## config.mk

```make
export PLATFORM = sky130hd
export DESIGN_NAME = fifo_wr_arbiter_flat
export DESIGN_NICKNAME = d
export VERILOG_FILES = /design/src/rtl/fifo_wr_arbiter_if.sv /design/src/rtl/fifo_wr_arbiter.sv /design/src/flat_wrapper.sv
export SDC_FILE = /design/constraint.sdc
export NUM_CORES = 1
export LEC_CHECK = 0
export CAP_MARGIN = 20
export CELL_PAD_IN_SITES_DETAIL_PLACEMENT = 1
export CELL_PAD_IN_SITES_GLOBAL_PLACEMENT = 1
export CORE_MARGIN = 3
export CORE_UTILIZATION = 25
export DETAILED_ROUTE_END_ITERATION = 7
export PLACE_DENSITY = 0.69
export SYNTH_ARGS = -nofsm -noshare
export SYNTH_HDL_FRONTEND = slang
export SYNTH_SLANG_ARGS = --single-unit
```

## constraint.sdc

```tcl
create_clock -name clk_i -period 3.7 [get_ports clk_i]
set_input_delay 1.11 -clock clk_i [delete_from_list [all_inputs] [get_ports clk_i]]
set_output_delay 1.11 -clock clk_i [all_outputs]
set_load 0.005 [all_outputs]
```

## src/rtl/fifo_wr_arbiter_if.sv

```systemverilog
// Write-port bundle between the requesters, the round-robin arbiter and the FIFO write side.
// The master modport is the arbiter; the slave modport is the requester/FIFO side.
interface fifo_wr_arbiter_if #(
  parameter int NUM_REQ    = 4,
  parameter int DATA_WIDTH = 10
);
  logic [NUM_REQ-1:0]            req_i;
  logic [NUM_REQ*DATA_WIDTH-1:0] wdata_i;
  logic [NUM_REQ-1:0]            ack_o;
  logic [NUM_REQ-1:0]            grant_o;
  logic                          fifo_full_i;
  logic                          fifo_wr_en_o;
  logic [DATA_WIDTH-1:0]         fifo_wdata_o;
  logic                          stall_o;

  modport master (
    input  req_i, wdata_i, fifo_full_i,
    output ack_o, grant_o, fifo_wr_en_o, fifo_wdata_o, stall_o
  );

  modport slave (
    output req_i, wdata_i, fifo_full_i,
    input  ack_o, grant_o, fifo_wr_en_o, fifo_wdata_o, stall_o
  );
endinterface

```

## src/rtl/fifo_wr_arbiter.sv

```systemverilog
// Round-robin owner of a FIFO write port, bursts of up to MAX_BURST words per grant; grant 1 cycle after request.
// Writes are zero-latency against the grant; a full FIFO holds the grant and stalls the owner with no timeout.
module fifo_wr_arbiter #(
  parameter int NUM_REQ    = 4,
  parameter int DATA_WIDTH = 10,
  parameter int MAX_BURST  = 4,
  parameter int IDX_WIDTH  = $clog2(NUM_REQ)
) (
  input  logic              clk_i,
  input  logic              rst_i,
  fifo_wr_arbiter_if.master bus
);

  typedef enum logic {
    IDLE  = 1'b0,
    GRANT = 1'b1
  } state_t;

  localparam logic [7:0]           LAST_BEAT = 8'(MAX_BURST - 1);
  localparam logic [IDX_WIDTH-1:0] LAST_IDX  = IDX_WIDTH'(NUM_REQ - 1);
  localparam logic [IDX_WIDTH:0]   NUM_REQ_W = (IDX_WIDTH + 1)'(NUM_REQ);

  state_t                state_q, state_d;
  logic [IDX_WIDTH-1:0]  owner_q, owner_d;
  logic [IDX_WIDTH-1:0]  rr_ptr_q, rr_ptr_d;
  logic [7:0]            burst_cnt_q, burst_cnt_d;

  logic                  any_req;
  logic                  owner_req;
  logic                  granted;
  logic                  xfer;
  logic                  release_grant;
  logic [IDX_WIDTH-1:0]  next_ptr;
  logic [IDX_WIDTH-1:0]  idle_pick;
  logic [IDX_WIDTH-1:0]  release_pick;
  logic [DATA_WIDTH-1:0] slice [NUM_REQ];
  logic [NUM_REQ-1:0]    ack_d;
  logic [NUM_REQ-1:0]    grant_d;

  // First requester at or after 'start', wrapping modulo NUM_REQ.
  function automatic logic [IDX_WIDTH-1:0] rr_pick(
    input logic [NUM_REQ-1:0]   req,
    input logic [IDX_WIDTH-1:0] start
  );
    logic [IDX_WIDTH-1:0] pick;
    logic [IDX_WIDTH:0]   sum;
    logic [IDX_WIDTH-1:0] cand;
    logic                 found;
    pick  = start;
    found = 1'b0;
    for (int i = 0; i < NUM_REQ; i++) begin
      sum = {1'b0, start} + (IDX_WIDTH + 1)'(i);
      if (sum >= NUM_REQ_W) begin
        sum = sum - NUM_REQ_W;
      end
      cand = sum[IDX_WIDTH-1:0];
      if (!found && req[cand]) begin
        pick  = cand;
        found = 1'b1;
      end
    end
    return pick;
  endfunction

  always_comb begin
    for (int k = 0; k < NUM_REQ; k++) begin
      slice[k] = bus.wdata_i[k*DATA_WIDTH +: DATA_WIDTH];
    end
  end

  assign any_req      = |bus.req_i;
  assign owner_req    = bus.req_i[owner_q];
  assign granted      = (state_q == GRANT);
  assign next_ptr     = (owner_q == LAST_IDX) ? '0 : owner_q + 1'b1;
  assign idle_pick    = rr_pick(bus.req_i, rr_ptr_q);
  assign release_pick = rr_pick(bus.req_i, next_ptr);

  // Reset gates every write-side output so a reset mid-burst never lands a word.
  assign xfer          = rst_i && granted && owner_req && !bus.fifo_full_i;
  assign release_grant = !owner_req || (xfer && (burst_cnt_q == LAST_BEAT));

  always_comb begin
    ack_d   = '0;
    grant_d = '0;
    if (xfer) begin
      ack_d[owner_q] = 1'b1;
    end
    if (granted) begin
      grant_d[owner_q] = 1'b1;
    end
  end

  assign bus.ack_o        = ack_d;
  assign bus.grant_o      = grant_d;
  assign bus.fifo_wr_en_o = xfer;
  assign bus.stall_o      = rst_i && granted && owner_req && bus.fifo_full_i;
  assign bus.fifo_wdata_o = (rst_i && granted) ? slice[owner_q] : '0;

  always_ff @(posedge clk_i) begin
    if (!rst_i) begin
      state_q     <= IDLE;
      owner_q     <= '0;
      rr_ptr_q    <= '0;
      burst_cnt_q <= '0;
    end else begin
      state_q     <= state_d;
      owner_q     <= owner_d;
      rr_ptr_q    <= rr_ptr_d;
      burst_cnt_q <= burst_cnt_d;
    end
  end

  always_comb begin
    state_d     = state_q;
    owner_d     = owner_q;
    rr_ptr_d    = rr_ptr_q;
    burst_cnt_d = burst_cnt_q;
    case (state_q)
      IDLE: begin
        if (any_req) begin
          state_d     = GRANT;
          owner_d     = idle_pick;
          burst_cnt_d = '0;
        end
      end
      GRANT: begin
        if (release_grant) begin
          rr_ptr_d = next_ptr;
          // Hand straight over to the next requester; the old owner is searched last.
          if (any_req) begin
            owner_d     = release_pick;
            burst_cnt_d = '0;
          end else begin
            state_d     = IDLE;
            burst_cnt_d = '0;
          end
        end else if (xfer) begin
          burst_cnt_d = burst_cnt_q + 8'd1;
        end
      end
      default: begin
        state_d = IDLE;
      end
    endcase
  end

endmodule

```

## src/flat_wrapper.sv

```systemverilog
// flat-port wrapper written by rule: the top's interface ports become plain ports
module fifo_wr_arbiter_flat 
#(
  parameter int NUM_REQ    = 4,
  parameter int DATA_WIDTH = 10,
  parameter int MAX_BURST  = 4,
  parameter int IDX_WIDTH  = $clog2(NUM_REQ)
)
  (clk_i, rst_i, bus_req_i, bus_wdata_i, bus_fifo_full_i, bus_ack_o, bus_grant_o, bus_fifo_wr_en_o, bus_fifo_wdata_o, bus_stall_o);
  fifo_wr_arbiter_if #(.NUM_REQ(NUM_REQ), .DATA_WIDTH(DATA_WIDTH)) bus_i ();
  input  logic clk_i;
  input  logic rst_i;
  input wire logic [$bits(bus_i.req_i)-1:0] bus_req_i;
  input wire logic [$bits(bus_i.wdata_i)-1:0] bus_wdata_i;
  input wire logic [$bits(bus_i.fifo_full_i)-1:0] bus_fifo_full_i;
  output wire logic [$bits(bus_i.ack_o)-1:0] bus_ack_o;
  output wire logic [$bits(bus_i.grant_o)-1:0] bus_grant_o;
  output wire logic [$bits(bus_i.fifo_wr_en_o)-1:0] bus_fifo_wr_en_o;
  output wire logic [$bits(bus_i.fifo_wdata_o)-1:0] bus_fifo_wdata_o;
  output wire logic [$bits(bus_i.stall_o)-1:0] bus_stall_o;
  assign bus_i.req_i = bus_req_i;
  assign bus_i.wdata_i = bus_wdata_i;
  assign bus_i.fifo_full_i = bus_fifo_full_i;
  assign bus_ack_o = bus_i.ack_o;
  assign bus_grant_o = bus_i.grant_o;
  assign bus_fifo_wr_en_o = bus_i.fifo_wr_en_o;
  assign bus_fifo_wdata_o = bus_i.fifo_wdata_o;
  assign bus_stall_o = bus_i.stall_o;
  fifo_wr_arbiter #(.NUM_REQ(NUM_REQ), .DATA_WIDTH(DATA_WIDTH), .MAX_BURST(MAX_BURST), .IDX_WIDTH(IDX_WIDTH)) u_core (.clk_i(clk_i), .rst_i(rst_i), .bus(bus_i));
endmodule
```

==> impl_metrics.toml, run 1 <==
[run_status]
status = "finished clean"

[sta]
slew_headroom = 0.5374
max_freq_mhz = 273.9
skew_ps = 1.570
timing.final.crit_share = 0.9867
setup_ws_ps = 49.37
post-route-min-period_ps = 3651
timing.hold.ws_ps = 504.5
drv_slew = 0
rsz0062_at_grt = "no"
finalSetupTns_ps = 0
setup_viol = 0
max_slew.worst_pin.slew_ps = 688.2
finalHoldViolations = 0

[cells_and_area]
syn2layout_area_growth_pct = 59.87
multiInputGateArea_um2 = 1069
num_antenna_cells = 0
drive_gt1_frac = 0.1667
nets = 281
ff_latch_area_um2 = 260.3
fillers = 618
stdcell_area_um2 = 2228
final_core_util = 0.4255

[setup_path]
crit-reg2reg-capture = "u_core.owner_q[0]$_SDFFE_PN0P_"
cp.required_ps = 2590
criticalPathCategory = "in2out"
critical_path.most_common_cell = "clkdlybuf4s50_1"
r2r_start = "u_core.owner_q[0]$_SDFFE_PN0P_"
max_stage_delay_ps = 450
worst-path-buf-inv = 2
crit_slowest_cell = "mux4_2"
startpoint_type = "input port"
critPathMaxFanout = 1
end_kind = "primary output"
r2r_slack_ps = 970
crit_chain = "clkdlybuf4s50_1, mux4_2, nor2b_1, clkdlybuf4s50_1"
crit_arrival_ps = 2540
rr_worst_depth = 9
cp_top_family = "buffers and inverters"

[detailed_routing]
drc = 0
ant_nets = 0
drt_iter0_drc = 37
viasPerCell = 4.923
wire_per_inst_um = 14.69
routed_wl_mm = 4.379
vias = 1467
dr.pass1.iters = 4

[power]
power_density_nw_per_um2 = 266.8
swShare = 0.3192
irDropWorstVdd_v = 0.0001059
switchingPower_mw = 0.1898
p_int_mw = 0.4047
power_leakage_nw = 0.8742
seqPwrFrac = 0.258
clkPwrFrac = 0.220
comb_power_share = 0.522

[min_path]
min_to = "u_core.burst_cnt_q[1]$_SDFFE_PN0P_"
holdPathStages = 2
hold_path_class = "reg2reg"
hold_path.startpoint = "u_core.burst_cnt_q[1]$_SDFFE_PN0P_"

[global_route]
overflow = 0
antenna_found_initial = 0
gr-usage-all-layers = 0.1411
grt_start_max_net_pins = 20
grt_pass1_vias = 1463
grt_pass1_wl_mm = 7.086

[synth]
synth_warnings = 0
synthCells = 157
synthTopCellsByArea = "dfxtp_1 19%, mux4_2 18%, nor2b_1 7.2%, ha_1 4.5%, and2_1 4.0%"
synth_area_um2 = 1394
synth_edf_count = 0
seq_area_frac_synth = 0.1867
synth_top_area_cell = "dfxtp_1"
synth.net_count = 209
yosysMostFrequentCell = "nor2b_1"
synth_top_area_frac = 0.1867
synthFlopType = "dfxtp_1"
async_flop_share = 0
ys_top_cells_by_count = "16 x nor2b_1, 15 x nor2_1, 13 x dfxtp_1"
ys_types = 50
avgSynthCellArea_um2 = 8.878
yosys_register_bits = 13

[die]
dieArea_um2 = 6508
ioPinCount = 67
rows = 26
die-height_um = 80.67
start_util = 0.2661
die_w_um = 80.67
core_area_um2 = 5238

[place]
place_congestion = 0.7287
placed_area_um2 = 2168
hpwl_mm = 3.527
pre_cts_slack_ps = -468.7
port_buffers = 66

[run]
max_cap_violations = 0

[cts]
cts_tree = "done"
cts.sinks = 13
clockBufferDepth = 2
cts_root_buf = "clkbuf_8"
numCtsBuffers = 3
h-tree-depth = 1
holdBufCountCts = 0
clk_pin_slew_ps = 60
clock_latency_ps = 250
==> cells by family after synthesis <==
group | after synthesis | synth area share
mux | 14 | 0.1993
simple gates | 73 | 0.3061
xor+xnor | 7 | 0.04399
compound gates | 27 | 0.1553
buf+inv | 17 | 0.05656
flops | 13 | 0.1867
fa+ha+maj | 6 | 0.05206
==> metrics by stage <==
stage,power (mW),std cells
6_report,0.5945,298
5_1_grt,0.6391,298
4_1_cts,0.6053,298
3_5_place_dp,0.4704,293
3_3_place_gp,0.4672,293
2_1_floorplan,0.3501,157
==> worst max-delay path by stage <==
stage	start	endpoint	slack, ps	cells past startpoint
floorplan	bus_req_i[2]	bus_ack_o[0]	350	4
global placement	bus_req_i[0]	bus_ack_o[1]	-450	5
detailed placement	bus_req_i[0]	bus_ack_o[1]	-470	5
CTS	bus_wdata_i[9]	bus_fifo_wdata_o[9]	3	4
global route	bus_wdata_i[31]	bus_fifo_wdata_o[1]	5	4
finish	bus_wdata_i[37]	bus_fifo_wdata_o[7]	50	4
==> registers in the layout, indices dropped and copies added, names as in the netlist <==
name                flops
u_core.burst_cnt_q      8
u_core.owner_q          2
u_core.rr_ptr_q         2
u_core.granted          1
==> power by group through the flow <==
stage                     Clock (mW)  Sequential, mW  Combinational (mW)
final                          0.131           0.153               0.310
after CTS                      0.137           0.153               0.315
after floorplan                    0           0.158               0.192
after detailed placement           0           0.156               0.314
after global placement             0           0.156               0.311
after global routing           0.141           0.155               0.343
==> placed cells by master (no fill, tap or decap), drive strengths merged, types with 6 or more instances in the layout <==
cell type	n
buf	12
and2	9
clkdlybuf4s50	55
o21ai	9
inv	6
mux4	11
nand2	10
dlygate4sd2	8
dfxtp	13
nor2	16
nor2b	16
==> cell type report <==
type / instances / share of cell area
multi-input combinational: 127 / 0.4795
sequential: 13 / 0.1168
clock buffer: 4 / 0.02021
inverter: 6 / 0.01011
timing repair buffer: 78 / 0.3341
tap: 70 / 0.03930
==> worst reg2reg max path, delay by kind of cell, from the launching register on <==
kind | cells | cell delay [ps]
flops | 1 | 350
fa+ha+maj | 1 | 460
buf+inv | 2 | 440
compound gates | 4 | 1050
simple gates | 2 | 360
==> what timing repair did <==
item,4_1_cts,5_1_grt
resized for setup,11,6
buffers inserted,1,0
setup endpoints to repair,6,11
==> routing by layer <==
layer  global-route usage  share of wire  vias up
met3              0.02466          0.080        4
li1                     -              -      709
met2               0.2492           0.48       55
met4              0.06081          0.016        0
met5                    0              0        -
met1               0.1658           0.42      699
Power figures use the tool's default switching activity.
==> run 2, diff against run 1 <==
--- a/config.mk
+++ b/config.mk
@@ -5,6 +5,7 @@
 export SDC_FILE = /design/constraint.sdc
 export NUM_CORES = 1
 export LEC_CHECK = 0
+export ABC_CLOCK_PERIOD_IN_PS = 3700
 export CAP_MARGIN = 20
 export CELL_PAD_IN_SITES_DETAIL_PLACEMENT = 1
 export CELL_PAD_IN_SITES_GLOBAL_PLACEMENT = 1
==> results of run 2 <==
No change in the layout: final DEF, timing and power equal those of run 1.
==> run 3, diff against run 2 <==
--- a/config.mk
+++ b/config.mk
@@ -5,11 +5,9 @@
 export SDC_FILE = /design/constraint.sdc
 export NUM_CORES = 1
 export LEC_CHECK = 0
-export ABC_CLOCK_PERIOD_IN_PS = 3700
 export CAP_MARGIN = 20
 export CELL_PAD_IN_SITES_DETAIL_PLACEMENT = 1
 export CELL_PAD_IN_SITES_GLOBAL_PLACEMENT = 1
-export CORE_MARGIN = 3
 export CORE_UTILIZATION = 25
 export DETAILED_ROUTE_END_ITERATION = 7
 export PLACE_DENSITY = 0.69
==> run 3 against run 2 <==
  * Critical path depth stayed put
  * Sequential power hardly changed
  * Non-clock buffer count is 2 higher
  * Final area is 0.95% higher
  * Flip-flop and latch count stayed put
  * Die area is 9.7% lower
  * Core utilization is 0.41 points higher
  * Total power is 0.35% higher
  * Critical endpoint unchanged
  * Hold slack worse by 4.4 ps
  * Critical path type unchanged
==> impl_metrics.toml, run 3 (same netlist as run 1, synthesis figures left out) <==
[die]
die-height_um = 76.67
rows = 26
dieArea_um2 = 5878
start_util = 0.2661
core_area_um2 = 5238
die_w_um = 76.67
ioPinCount = 67

[setup_path]
end_kind = "primary output"
startpoint_type = "input port"
critPathMaxFanout = 1
crit_arrival_ps = 2550
cp.required_ps = 2590
criticalPathCategory = "in2out"

[cells_and_area]
largest-register = "u_core.burst_cnt_q"
largest_reg_flops = 8
final_common_cell = "clkdlybuf4s50_1"
drive_gt1_frac = 0.1696
num_antenna_cells = 0
nets = 283
final_cell_mix = "53 x clkdlybuf4s50_1, 16 x nor2b_1, 15 x nor2_1"
syn2layout_area_growth_pct = 61.40
reg_top3 = "u_core.burst_cnt_q: 8 flops, u_core.owner_q: 2 flops, u_core.rr_ptr_q: 2 flops"

[power]
irDropWorstVdd_v = 0.0001463
power_density_nw_per_um2 = 265.2
comb_power_share = 0.525
power_leakage_nw = 0.9047
swShare = 0.3179
switchingPower_mw = 0.1896
p_int_mw = 0.4069
clkPwrFrac = 0.216
seqPwrFrac = 0.260

[sta]
slew_headroom = 0.5143
post-route-min-period_ps = 3660
max_slew.worst_pin.slew_ps = 722.5
skew_ps = 1.354
finalSetupTns_ps = 0
finalHoldViolations = 0
setup_viol = 0
timing.final.crit_share = 0.9891
max_freq_mhz = 273.3
setup_ws_ps = 40.40
drv_slew = 0
rsz0062_at_grt = "no"

[run_status]
status = "finished clean"

[cts]
cts.sinks = 13
cts_root_buf = "clkbuf_8"
cts_tree = "done"
numCtsBuffers = 3
clk_pin_slew_ps = 60
clockBufferDepth = 2
h-tree-depth = 1
clock_latency_ps = 240

[global_route]
grt_start_max_net_pins = 18
grt_pass1_wl_mm = 6.975
antenna_found_initial = 0
grt_pass1_vias = 1420
gr-usage-all-layers = 0.1463
overflow = 0

[detailed_routing]
viasPerCell = 4.797
drc = 0
wire_per_inst_um = 13.69
dr.pass1.iters = 4
vias = 1439
ant_nets = 0
drt_iter0_drc = 35
routed_wl_mm = 4.106

[run]
max_cap_violations = 0

[place]
hpwl_mm = 3.326
port_buffers = 66
place_congestion = 0.7850
pre_cts_slack_ps = -501.0

[min_path]
hold_path_class = "reg2reg"
-- run 3: cell types whose count changed in the layout (fill, tap and decap cells not counted), sizes merged --
cell / change
buf: +2
dlygate4sd2: +1
clkdlybuf4s50: -2
dlymetal6s2s: +1
clkbuf: -1
clkdlybuf4s15: +1
-- run 3: path summary, 6_finish.rpt --
path	start	to	slack (ps)	cells past startpoint
worst max-delay path	bus_wdata_i[7]	bus_fifo_wdata_o[7]	40	4
worst min-delay path	u_core.burst_cnt_q[1]$_SDFFE_PN0P_	u_core.burst_cnt_q[1]$_SDFFE_PN0P_	500	2
worst max register to register	u_core.owner_q[0]$_SDFFE_PN0P_	u_core.owner_q[0]$_SDFFE_PN0P_	1050	9
worst min register to register	u_core.burst_cnt_q[1]$_SDFFE_PN0P_	u_core.burst_cnt_q[1]$_SDFFE_PN0P_	500	2
-- run 3: area by class of cell --
class / count / area [µm²]
tap: 70 / 87.58
clock buffer: 4 / 45.04
inverter: 6 / 22.52
multi-input combinational: 127 / 1069
sequential: 13 / 260.3
fill: 624 / 2988
timing repair buffer: 80 / 765.7
-- run 3: worst max-delay path, stage by stage --
cell             delay [ps]
clkdlybuf4s50_1         410
mux4_2                  460
nor2b_1                 140
clkdlybuf4s50_1         430
-- run 3: layer usage --
metal | GRT usage | up-vias | routed length [µm]
met5 | 0 | - | 0
met4 | 0.02885 | 0 | 29
met3 | 0.02381 | 2 | 210
met2 | 0.2321 | 50 | 1886
met1 | 0.2074 | 674 | 1980
li1 | - | 713 | -
-- run 3: stage by stage --
stage	instances	util	instance area (µm²)	hold slack, ps	power (mW)
final	300	0.4295	2250	500.2	0.5965
after global placement	295	0.4169	2183	485.0	0.4722
after global routing	300	0.4295	2250	539.0	0.6459
after floorplan	157	-	1394	466.5	0.3501
after detailed placement	295	0.4169	2183	494.6	0.4751
after CTS	300	0.4269	2236	504.7	0.6074
-- run 3: power by group through the flow --
stage	clock, mW	sequential [mW]	combinational, mW
after global routing	0.146	0.156	0.344
after floorplan	0	0.158	0.192
after global placement	0	0.158	0.314
after CTS	0.135	0.155	0.318
after detailed placement	0	0.158	0.317
final	0.129	0.155	0.313
-- run 3: repair_timing --
| item | 4_1_cts | 5_1_grt |
|---|---|---|
| resized for setup | 13 | 5 |
| hold buffers | 0 | 0 |
| setup buffers | 1 | 0 |
| setup endpoints to repair | 7 | 6 |
